===== config.mk =====
export PLATFORM = sky130hd
export DESIGN_NAME = mon_packet_tx
export DESIGN_NICKNAME = d
export VERILOG_FILES = /design/src/rtl/mon_packet_tx.sv
export SDC_FILE = /design/constraint.sdc
export NUM_CORES = 1
export LEC_CHECK = 0
export CAP_MARGIN = 20
export CORE_MARGIN = 4
export CORE_UTILIZATION = 50
export DETAILED_ROUTE_END_ITERATION = 10
export GPL_TIMING_DRIVEN = 0
export PLACE_DENSITY = 0.73
export SLEW_MARGIN = 10
export SYNTH_ARGS = -nofsm -noshare
export SYNTH_HDL_FRONTEND = slang
export SYNTH_SLANG_ARGS = --single-unit

===== constraint.sdc =====
create_clock -name mon_clk -period 3.75 [get_ports mon_clk]
set_input_delay 0.375 -clock mon_clk [delete_from_list [all_inputs] [get_ports mon_clk]]
set_output_delay 0.375 -clock mon_clk [all_outputs]
set_load 0.02 [all_outputs]

===== src/rtl/mon_packet_tx.sv =====
// mon_packet_tx: serialises 40-bit words onto a single idle-high line toward
// the monitor-side receiver. Each frame is one low start bit followed by 40
// data bits MSB first, and then at least GAP idle-high cycles before the next
// start bit.
// Optional feature: define MON_PACKET_TX_FIFO_EN to replace the single holding
// register in front of the serialiser with a 4-entry FIFO.
module mon_packet_tx #(
  parameter int GAP = 8  // idle-high cycles between frames, 1..255
) (
  input  logic        mon_clk,
  input  logic        reset,
  input  logic [39:0] in_data,
  input  logic        in_valid,
  output logic        in_ready,
  output logic        to_mon,
  output logic        busy,
  output logic [15:0] pkt_count
);

  typedef enum logic [1:0] {
    S_IDLE,
    S_START,
    S_DATA,
    S_GAP
  } state_t;

  // Loaded on entry to GAP; GAP reaches zero after exactly GAP cycles.
  localparam logic [7:0] GAP_LAST = 8'(GAP - 1);

  // Queue interface seen by the serialiser.
  logic        push;
  logic        deq;
  logic        q_empty;
  logic [39:0] q_head;

  assign push = in_valid & in_ready;

`ifdef MON_PACKET_TX_FIFO_EN
  logic [39:0] fifo_mem [0:3];
  logic [1:0]  wr_ptr_reg;
  logic [1:0]  rd_ptr_reg;
  logic [2:0]  count_reg;

  // FIFO storage: written on accept, no reset needed for the data itself.
  always_ff @(posedge mon_clk) begin
    if (push) begin
      fifo_mem[wr_ptr_reg] <= in_data;
    end
  end

  // FIFO pointers and occupancy; push and pop in the same cycle leave count alone.
  always_ff @(posedge mon_clk) begin
    if (reset) begin
      wr_ptr_reg <= 2'd0;
      rd_ptr_reg <= 2'd0;
      count_reg  <= 3'd0;
    end else begin
      if (push) begin
        wr_ptr_reg <= wr_ptr_reg + 2'd1;
      end
      if (deq) begin
        rd_ptr_reg <= rd_ptr_reg + 2'd1;
      end
      case ({push, deq})
        2'b10:   count_reg <= count_reg + 3'd1;
        2'b01:   count_reg <= count_reg - 3'd1;
        default: count_reg <= count_reg;
      endcase
    end
  end

  assign in_ready = (count_reg != 3'd4);
  assign q_empty  = (count_reg == 3'd0);
  assign q_head   = fifo_mem[rd_ptr_reg];
`else
  logic [39:0] hold_reg;
  logic        hold_valid_reg;

  // Single holding register; it cannot accept while occupied, so push and
  // dequeue never coincide.
  always_ff @(posedge mon_clk) begin
    if (reset) begin
      hold_reg       <= 40'd0;
      hold_valid_reg <= 1'b0;
    end else if (push) begin
      hold_reg       <= in_data;
      hold_valid_reg <= 1'b1;
    end else if (deq) begin
      hold_valid_reg <= 1'b0;
    end
  end

  assign in_ready = ~hold_valid_reg;
  assign q_empty  = ~hold_valid_reg;
  assign q_head   = hold_reg;
`endif

  state_t      state_reg, state_next;
  logic [39:0] shift_reg, shift_next;
  logic        to_mon_reg, to_mon_next;
  logic [5:0]  bit_cnt_reg, bit_cnt_next;
  logic [7:0]  gap_cnt_reg, gap_cnt_next;
  logic [15:0] pkt_count_reg, pkt_count_next;

  // Serialiser state and datapath registers; reset aborts any frame in flight.
  always_ff @(posedge mon_clk) begin
    if (reset) begin
      state_reg     <= S_IDLE;
      shift_reg     <= 40'd0;
      to_mon_reg    <= 1'b1;
      bit_cnt_reg   <= 6'd0;
      gap_cnt_reg   <= 8'd0;
      pkt_count_reg <= 16'd0;
    end else begin
      state_reg     <= state_next;
      shift_reg     <= shift_next;
      to_mon_reg    <= to_mon_next;
      bit_cnt_reg   <= bit_cnt_next;
      gap_cnt_reg   <= gap_cnt_next;
      pkt_count_reg <= pkt_count_next;
    end
  end

  // Next-state and line value; the last GAP cycle may go straight to START
  // so back-to-back frames are separated by exactly GAP high cycles.
  always_comb begin
    state_next     = state_reg;
    shift_next     = shift_reg;
    to_mon_next    = to_mon_reg;
    bit_cnt_next   = bit_cnt_reg;
    gap_cnt_next   = gap_cnt_reg;
    pkt_count_next = pkt_count_reg;
    deq            = 1'b0;
    case (state_reg)
      S_IDLE: begin
        if (!q_empty) begin
          deq         = 1'b1;
          shift_next  = q_head;
          to_mon_next = 1'b0;
          state_next  = S_START;
        end
      end
      S_START: begin
        to_mon_next  = shift_reg[39];
        shift_next   = {shift_reg[38:0], 1'b0};
        bit_cnt_next = 6'd39;
        state_next   = S_DATA;
      end
      S_DATA: begin
        if (bit_cnt_reg == 6'd0) begin
          to_mon_next    = 1'b1;
          gap_cnt_next   = GAP_LAST;
          pkt_count_next = pkt_count_reg + 16'd1;
          state_next     = S_GAP;
        end else begin
          to_mon_next  = shift_reg[39];
          shift_next   = {shift_reg[38:0], 1'b0};
          bit_cnt_next = bit_cnt_reg - 6'd1;
        end
      end
      S_GAP: begin
        if (gap_cnt_reg == 8'd0) begin
          if (!q_empty) begin
            deq         = 1'b1;
            shift_next  = q_head;
            to_mon_next = 1'b0;
            state_next  = S_START;
          end else begin
            state_next = S_IDLE;
          end
        end else begin
          gap_cnt_next = gap_cnt_reg - 8'd1;
        end
      end
      default: state_next = S_IDLE;
    endcase
  end

  assign to_mon    = to_mon_reg;
  assign busy      = (state_reg != S_IDLE);
  assign pkt_count = pkt_count_reg;

endmodule

==> results.md, run 1 <==
- Peak VDD IR: between 0.3 and 0.4 mV
- CP max stage delay: ~0.35 ns
- Critical path's top delay family: buffers and inverters
- Worst path slowest cell: dfxtp_1
- Final Critical Period: about 2.4 ns
- WL final: between 10 and 15 mm
- Die area: ~0.012 sq mm
- Fin crit share: 65.3%
- Worst Path Required: about 4.1 ns
- Worst-path cell chain: inv_1 > ha_1 > buf_2 > and3b_1 > buf_4 > a21oi_2 > and2_1 > buf_2 > buf_2 > a211oi_1
- CTS sink cnt: about 110
- First-pass GRT wire length: about 21 mm
- Final hold viol count: 0
- Slew Limit Fails: 0
- Status: finished clean
- Cells after Synth: roughly 590
- Register area share after synthesis: about 45%
- Arrival time of the worst setup path: 2.81 ns
- Crit-path most repeated cell: buf_2
- DR iter-0 viols: between 200 and 250
- Flops & latches, synth: 114
- Final setup vio count: 0
- Site row count: 36
- Die width: around 110 microns
- Total grt overflow: 0
- Core ar.: between 0.009 and 0.01 sq mm
- Clock Tree Root: clkbuf_8
- PwrDens: approximately 780 mW/mm^2
- Total number of H-tree levels: 4
- Ant. Diodes: 0
- Buffers added on ports: roughly 60
- # DRC: 0
- Synth cell types: 50
- TritonCTS clock tree: done
- Worst Setup End Kind: flip-flop
- Final-stage net count: between 700 and 800
- Drt wl/cell: between 15 and 20 microns
- Mapped Area: around 0.0051 sq mm
- Max cap viols: 0
- F_max: around 0.41 GHz
- Area growth, synth to finish: 26.0%
- Gpl congestion: ~0.85
- DP Wirelength: between 8 and 9 mm
- Syn Area/Cell: 8.64 sq um
- Initial antenna violation count: 0
- Placed insts: between 700 and 800
- CTS resizes: 0
- Layout Skew: between 0.01 and 0.015 ns
- Synthesized Nets: between 600 and 700
- Largest net degree at the start of global routing: 17
- Setup TNS after final layout: 0 ns
- Fillers: about 850
- Postcts setup bufs: 0
- CTS Buffer Depth: 2
- Vias: 4559
- Crit Path Max Fanout: 10
- RSZ-0062 raised after global routing: false
- DRT Pass-1 Iters: 5
- Post-Layout Cell Count: about 800
- CP bufs+invs: 5
- CTS Hold Buffers Added: 0
- Core Util, Final: roughly two thirds
- CP Launch Type: flip-flop
- Io pins: 62
- Number of global-route vias before repair: 4371
- Clk Latency, worst-skew pair: around 0.51 ns
- Post-synth EDFFs: 0
- Clock Pin Slew Worst Setup and Hold Paths: roughly 0.060 ns
- Slew headroom: around half
- Measured slew at the worst slew-check pin: 0.759 ns
- GRT Util Overall: 21.9%
- Worst hold path type: in -> reg
- Vias per cell: ~5.6
- DRT antenna net count: 0
- Num CTS Buffers: 17
- Leakage power: between 2 and 2.5 nW
- Starting density of the core: between 50% and 60%
- Most frequent cells in the layout: 114 x dfxtp_1, 108 x a21oi_1, 95 x nand2_1
- Commonest non-fill, non-tap cell in the layout: dfxtp_1
- Ys flop type: dfxtp_1
- Ys Warns: 0
- CP Class: reg -> reg
- Synth async-reset ratio: 0%
- Layout cells sized above 1: around 8.3%
- Die H: 109 microns
-- layout make-up --
class / instances / area [sq um] / share of cell area, %
multi-input cells: 409 / 2520 / 39.6
clock buffers: 22 / 453 / 7.11
inverters: 17 / 63.8 / 1.00
well taps: 133 / 166 / 2.61
plain buffers: 45 / 188 / 2.95
flip-flops and latches: 114 / 2280 / 35.8
repair buffers: 61 / 611 / 9.59
clock inverters: 9 / 83.8 / 1.32
-- stage by stage --
step | area, sq um | hold slack, ns | setup WS, ns | total power, mW
2_1_floorplan | 5050 | 0.436 | 1.71 | 3.05
3_3_place_gp | 5830 | 0.444 | 1.15 | 3.43
3_5_place_dp | 5830 | 0.450 | 1.16 | 3.50
4_1_cts | 6370 | 0.388 | 1.29 | 4.97
5_1_grt | 6370 | 0.396 | 1.11 | 5.27
6_report | 6370 | 0.406 | 1.30 | 4.96
-- path summary, 6_finish.rpt --
check	start	to	slack, ns	depth (start not counted)
max	state_reg[0]	shift_reg[36]	1.30	10
min	in_data[11]	hold_reg[11]	0.41	3
min reg2reg	hold_reg[22]	hold_reg[22]	0.46	2
max reg2reg	state_reg[0]	shift_reg[36]	1.30	10
-- tightest hold or removal path: cells and delay by family --
kind / cells / cell delay, ns
AO/OA/AOI/OAI: 1 / 0.05
AND/OR/NAND/NOR: 1 / 0.05
buffers and inverters: 1 / 0.39
-- kinds of logic after synthesis --
group,synth area share [%]
AOI/OAI and AO/OA,23.0
xor gates and xnor gates,0.520
adders and majority gates,2.48
buffers and inverters,4.98
DFF,45.1
muxes,8.17
and+or+nand+nor,15.7
-- routing by layer --
layer | wire (microns) | track usage (%) | vias to the layer above
met3 | 561 | 6.45 | 14
li1 | - | - | 2273
met5 | 0 | 0 | -
met4 | 169 | 7.21 | 0
met2 | 5820 | 35.5 | 96
met1 | 5760 | 28.0 | 2176
-- Yosys cell counts, drive strengths merged (3+ instances only) --
cell type	number	area share (%)
nor2b	3	0.37
nor4	4	0.79
dfxtp	114	45
clkbuf	28	2.1
buf	17	1.6
nor3	4	0.49
and2	3	0.37
nand4	6	0.74
a31o	5	0.87
o31ai	10	1.5
a211oi	44	6.5
or3	6	0.74
xor2	3	0.52
a21oi	109	11
mux2i	39	7.7
nor2	14	1.0
nand2	95	7.1
nand3	8	0.79
inv	17	1.3
o21ai	10	0.99
ha	10	2.5
or4	9	1.3
-- report_power, final --
part	switching [mW]	total [mW]	internal [mW]
Clock	0.546	1.45	0.905
Combinational	1.08	1.88	0.799
Sequential	0.171	1.63	1.46
Total	1.80	4.96	3.16
Power figures use the tool's default switching activity.
==> inputs of run 2 (changes only) <==
- clock period: 3.75 -> 2.3 ns (I/O delays scaled with it)
==> results.md, run 2 (synthesis results as in run 1) <==
- Status: finished clean
- Max layer used: met4
- First-pass GRT wire length: 20.7 mm (+0.33%)
- Total number of H-tree levels: 4 (unchanged)
- Die width: 109 microns (unchanged)
- Vias per cell: 5.65 (+0.32%)
- Most frequent cells in the layout: 114 x dfxtp_1, 108 x a21oi_1, 95 x nand2_1
- Fin crit share: between 90% and 100%
- Ant. Diodes: 0 (unchanged)
- Internal power: 5.23 mW (+65%)
- Sequential Power Share: 32.6% (-0.3 points)
- Leakage power: 2.26 nW (+0.95%)
- Clock network power share: 29.0% (-0.2 points)
- Core Util, Final: 65.2% (+0.31 points)
- Final Critical Period: between 2 and 2.5 ns
- Io pins: 62 (unchanged)
- Layout cells sized above 1: 9.47% (+1.2 points)
- Clock Tree Root: clkbuf_8
- Total grt overflow: 0 (unchanged)
- Sw frac: 36.1% (-0.16 points)
- CTS Buffer Depth: 2 (unchanged)
- Peak VDD IR: 0.649 mV (+68%)
- Gpl congestion: 0.851 (unchanged)
- CTS Hold Buffers Added: 0 (unchanged)
- Layout Skew: 0.0108 ns (-0.00396 ns)
- CP Class: reg -> out
- Worst hold path type: in -> reg
- Clock Pin Slew Worst Setup and Hold Paths: 0.06 ns (about the same)
- Clk Latency, worst-skew pair: 0.51 ns (about the same)
- Drt wl/cell: 15.2 microns (+0.25%)
- TritonCTS clock tree: done
- DR iter-0 viols: 271 (+19%)
- DP Wirelength: 8.61 mm (unchanged)
- Starting density of the core: 51.5% (unchanged)
- Max cap viols: 0 (unchanged)
- Arrival time of the worst setup path: 1.94 ns (-0.87 ns)
- Final hold viol count: 0 (unchanged)
- DRT Pass-1 Iters: 5 (unchanged)
- WL met1: 5.72 mm (-0.78%)
- Vias: 4568 (+0.20%)
- DRT antenna net count: 0 (unchanged)
- WL final: 12.3 mm (+0.12%)
- RSZ-0062 raised after global routing: false
- GRT Util Overall: 22.0% (+0.075 points)
- Postcts setup bufs: 0 (unchanged)
- Slew Limit Fails: 0 (unchanged)
- Slew headroom: 50.3% (+0.90 points)
- Metal2 WL: 5.88 mm (+1.0%)
- F_max: about 0.46 GHz
- Final Power: 8.18 mW (+65%)
- Worst Path Required: 2.07 ns (-2.05 ns)
- Area growth, synth to finish: 26.6%
- CP Launch Type: flip-flop
- Core ar.: 0.00982 sq mm (unchanged)
- Initial antenna violation count: 0 (unchanged)
- Switching pwr: 2.95 mW (+64%)
- # DRC: 0 (unchanged)
- Buffers added on ports: 61 (unchanged)
- Measured slew at the worst slew-check pin: 0.745 ns (-0.0135 ns)
- CTS sink cnt: 114 (unchanged)
- Met3 wire length: 570 microns (+1.6%)
- Site row count: 36 (unchanged)
- Gate power share: 38.5% (+0.6 points)
- Largest net degree at the start of global routing: 17 (unchanged)
- Commonest non-fill, non-tap cell in the layout: dfxtp_1
- Final-stage net count: 717 (-0.14%)
- Die area: 0.0118 sq mm (unchanged)
- Worst Setup End Kind: primary output
- Num CTS Buffers: 17 (unchanged)
- Number of global-route vias before repair: 4388 (+0.39%)
- Die H: 109 microns (unchanged)
- Crit Path Max Fanout: 4 (-6)
- PwrDens: 1280 mW/mm^2 (+64%)
- Final setup vio count: 0 (unchanged)
## run 2: what timing repair did
action	CTS	global route
pin swaps	0	1
resized for setup	5	12
endpoints found under the setup margin	30	43
## run 2: path summary, 6_finish.rpt
path | cells past startpoint | from | endpoint | slack (ns)
worst min-delay path | 3 | in_data[11] | hold_reg[11] | 0.26
worst max register to register | 5 | state_reg[1] | shift_reg[25] | 0.14
worst min register to register | 2 | hold_reg[22] | hold_reg[22] | 0.46
worst max-delay path | 4 | state_reg[1] | busy | 0.13
## run 2: routing by layer
metal | global-route usage (%) | up-vias
met2 | 35.6 | 99
met3 | 6.45 | 16
met4 | 7.21 | 0
met1 | 28.1 | 2181
li1 | - | 2272
met5 | 0 | -
## run 2: area by class of cell
cell class	instances	area [sq um]
clock inverter	9	83.8
tap	133	166
clock buffer	22	453
timing repair buffer	61	611
multi-input combinational	409	2540
fill	840	3420
sequential	114	2280
buffer	44	201
inverter	17	63.8
## run 2: stage by stage
stage | setup WS, ns | hold WS (ns) | instances | instance area (sq um) | setup TNS (ns)
after CTS | 0.0108 | 0.243 | 810 | 6380 | 0
after global placement | -0.154 | 0.444 | 779 | 5830 | -2.42
after detailed placement | -0.145 | 0.450 | 779 | 5830 | -3.51
after global routing | 0.00177 | 0.251 | 809 | 6400 | 0
after floorplan | 0.261 | 0.366 | 585 | 5050 | 0
final | 0.131 | 0.262 | 809 | 6400 | 0
## run 2: power by group through the flow
stage	Combinational, mW	Clock (mW)	Sequential, mW
floorplan	2.35	0	2.63
global placement	2.92	0	2.67
detailed placement	3.02	0	2.69
CTS	3.09	2.41	2.65
global route	3.47	2.51	2.71
finish	3.15	2.37	2.66
## run 2: worst max-delay path: stages (launching register included)
cell and delay (ns):
dfxtp_1 0.39, inv_1 0.12, ha_1 0.21, inv_1 0.10
clkdlybuf4s50_1 0.61
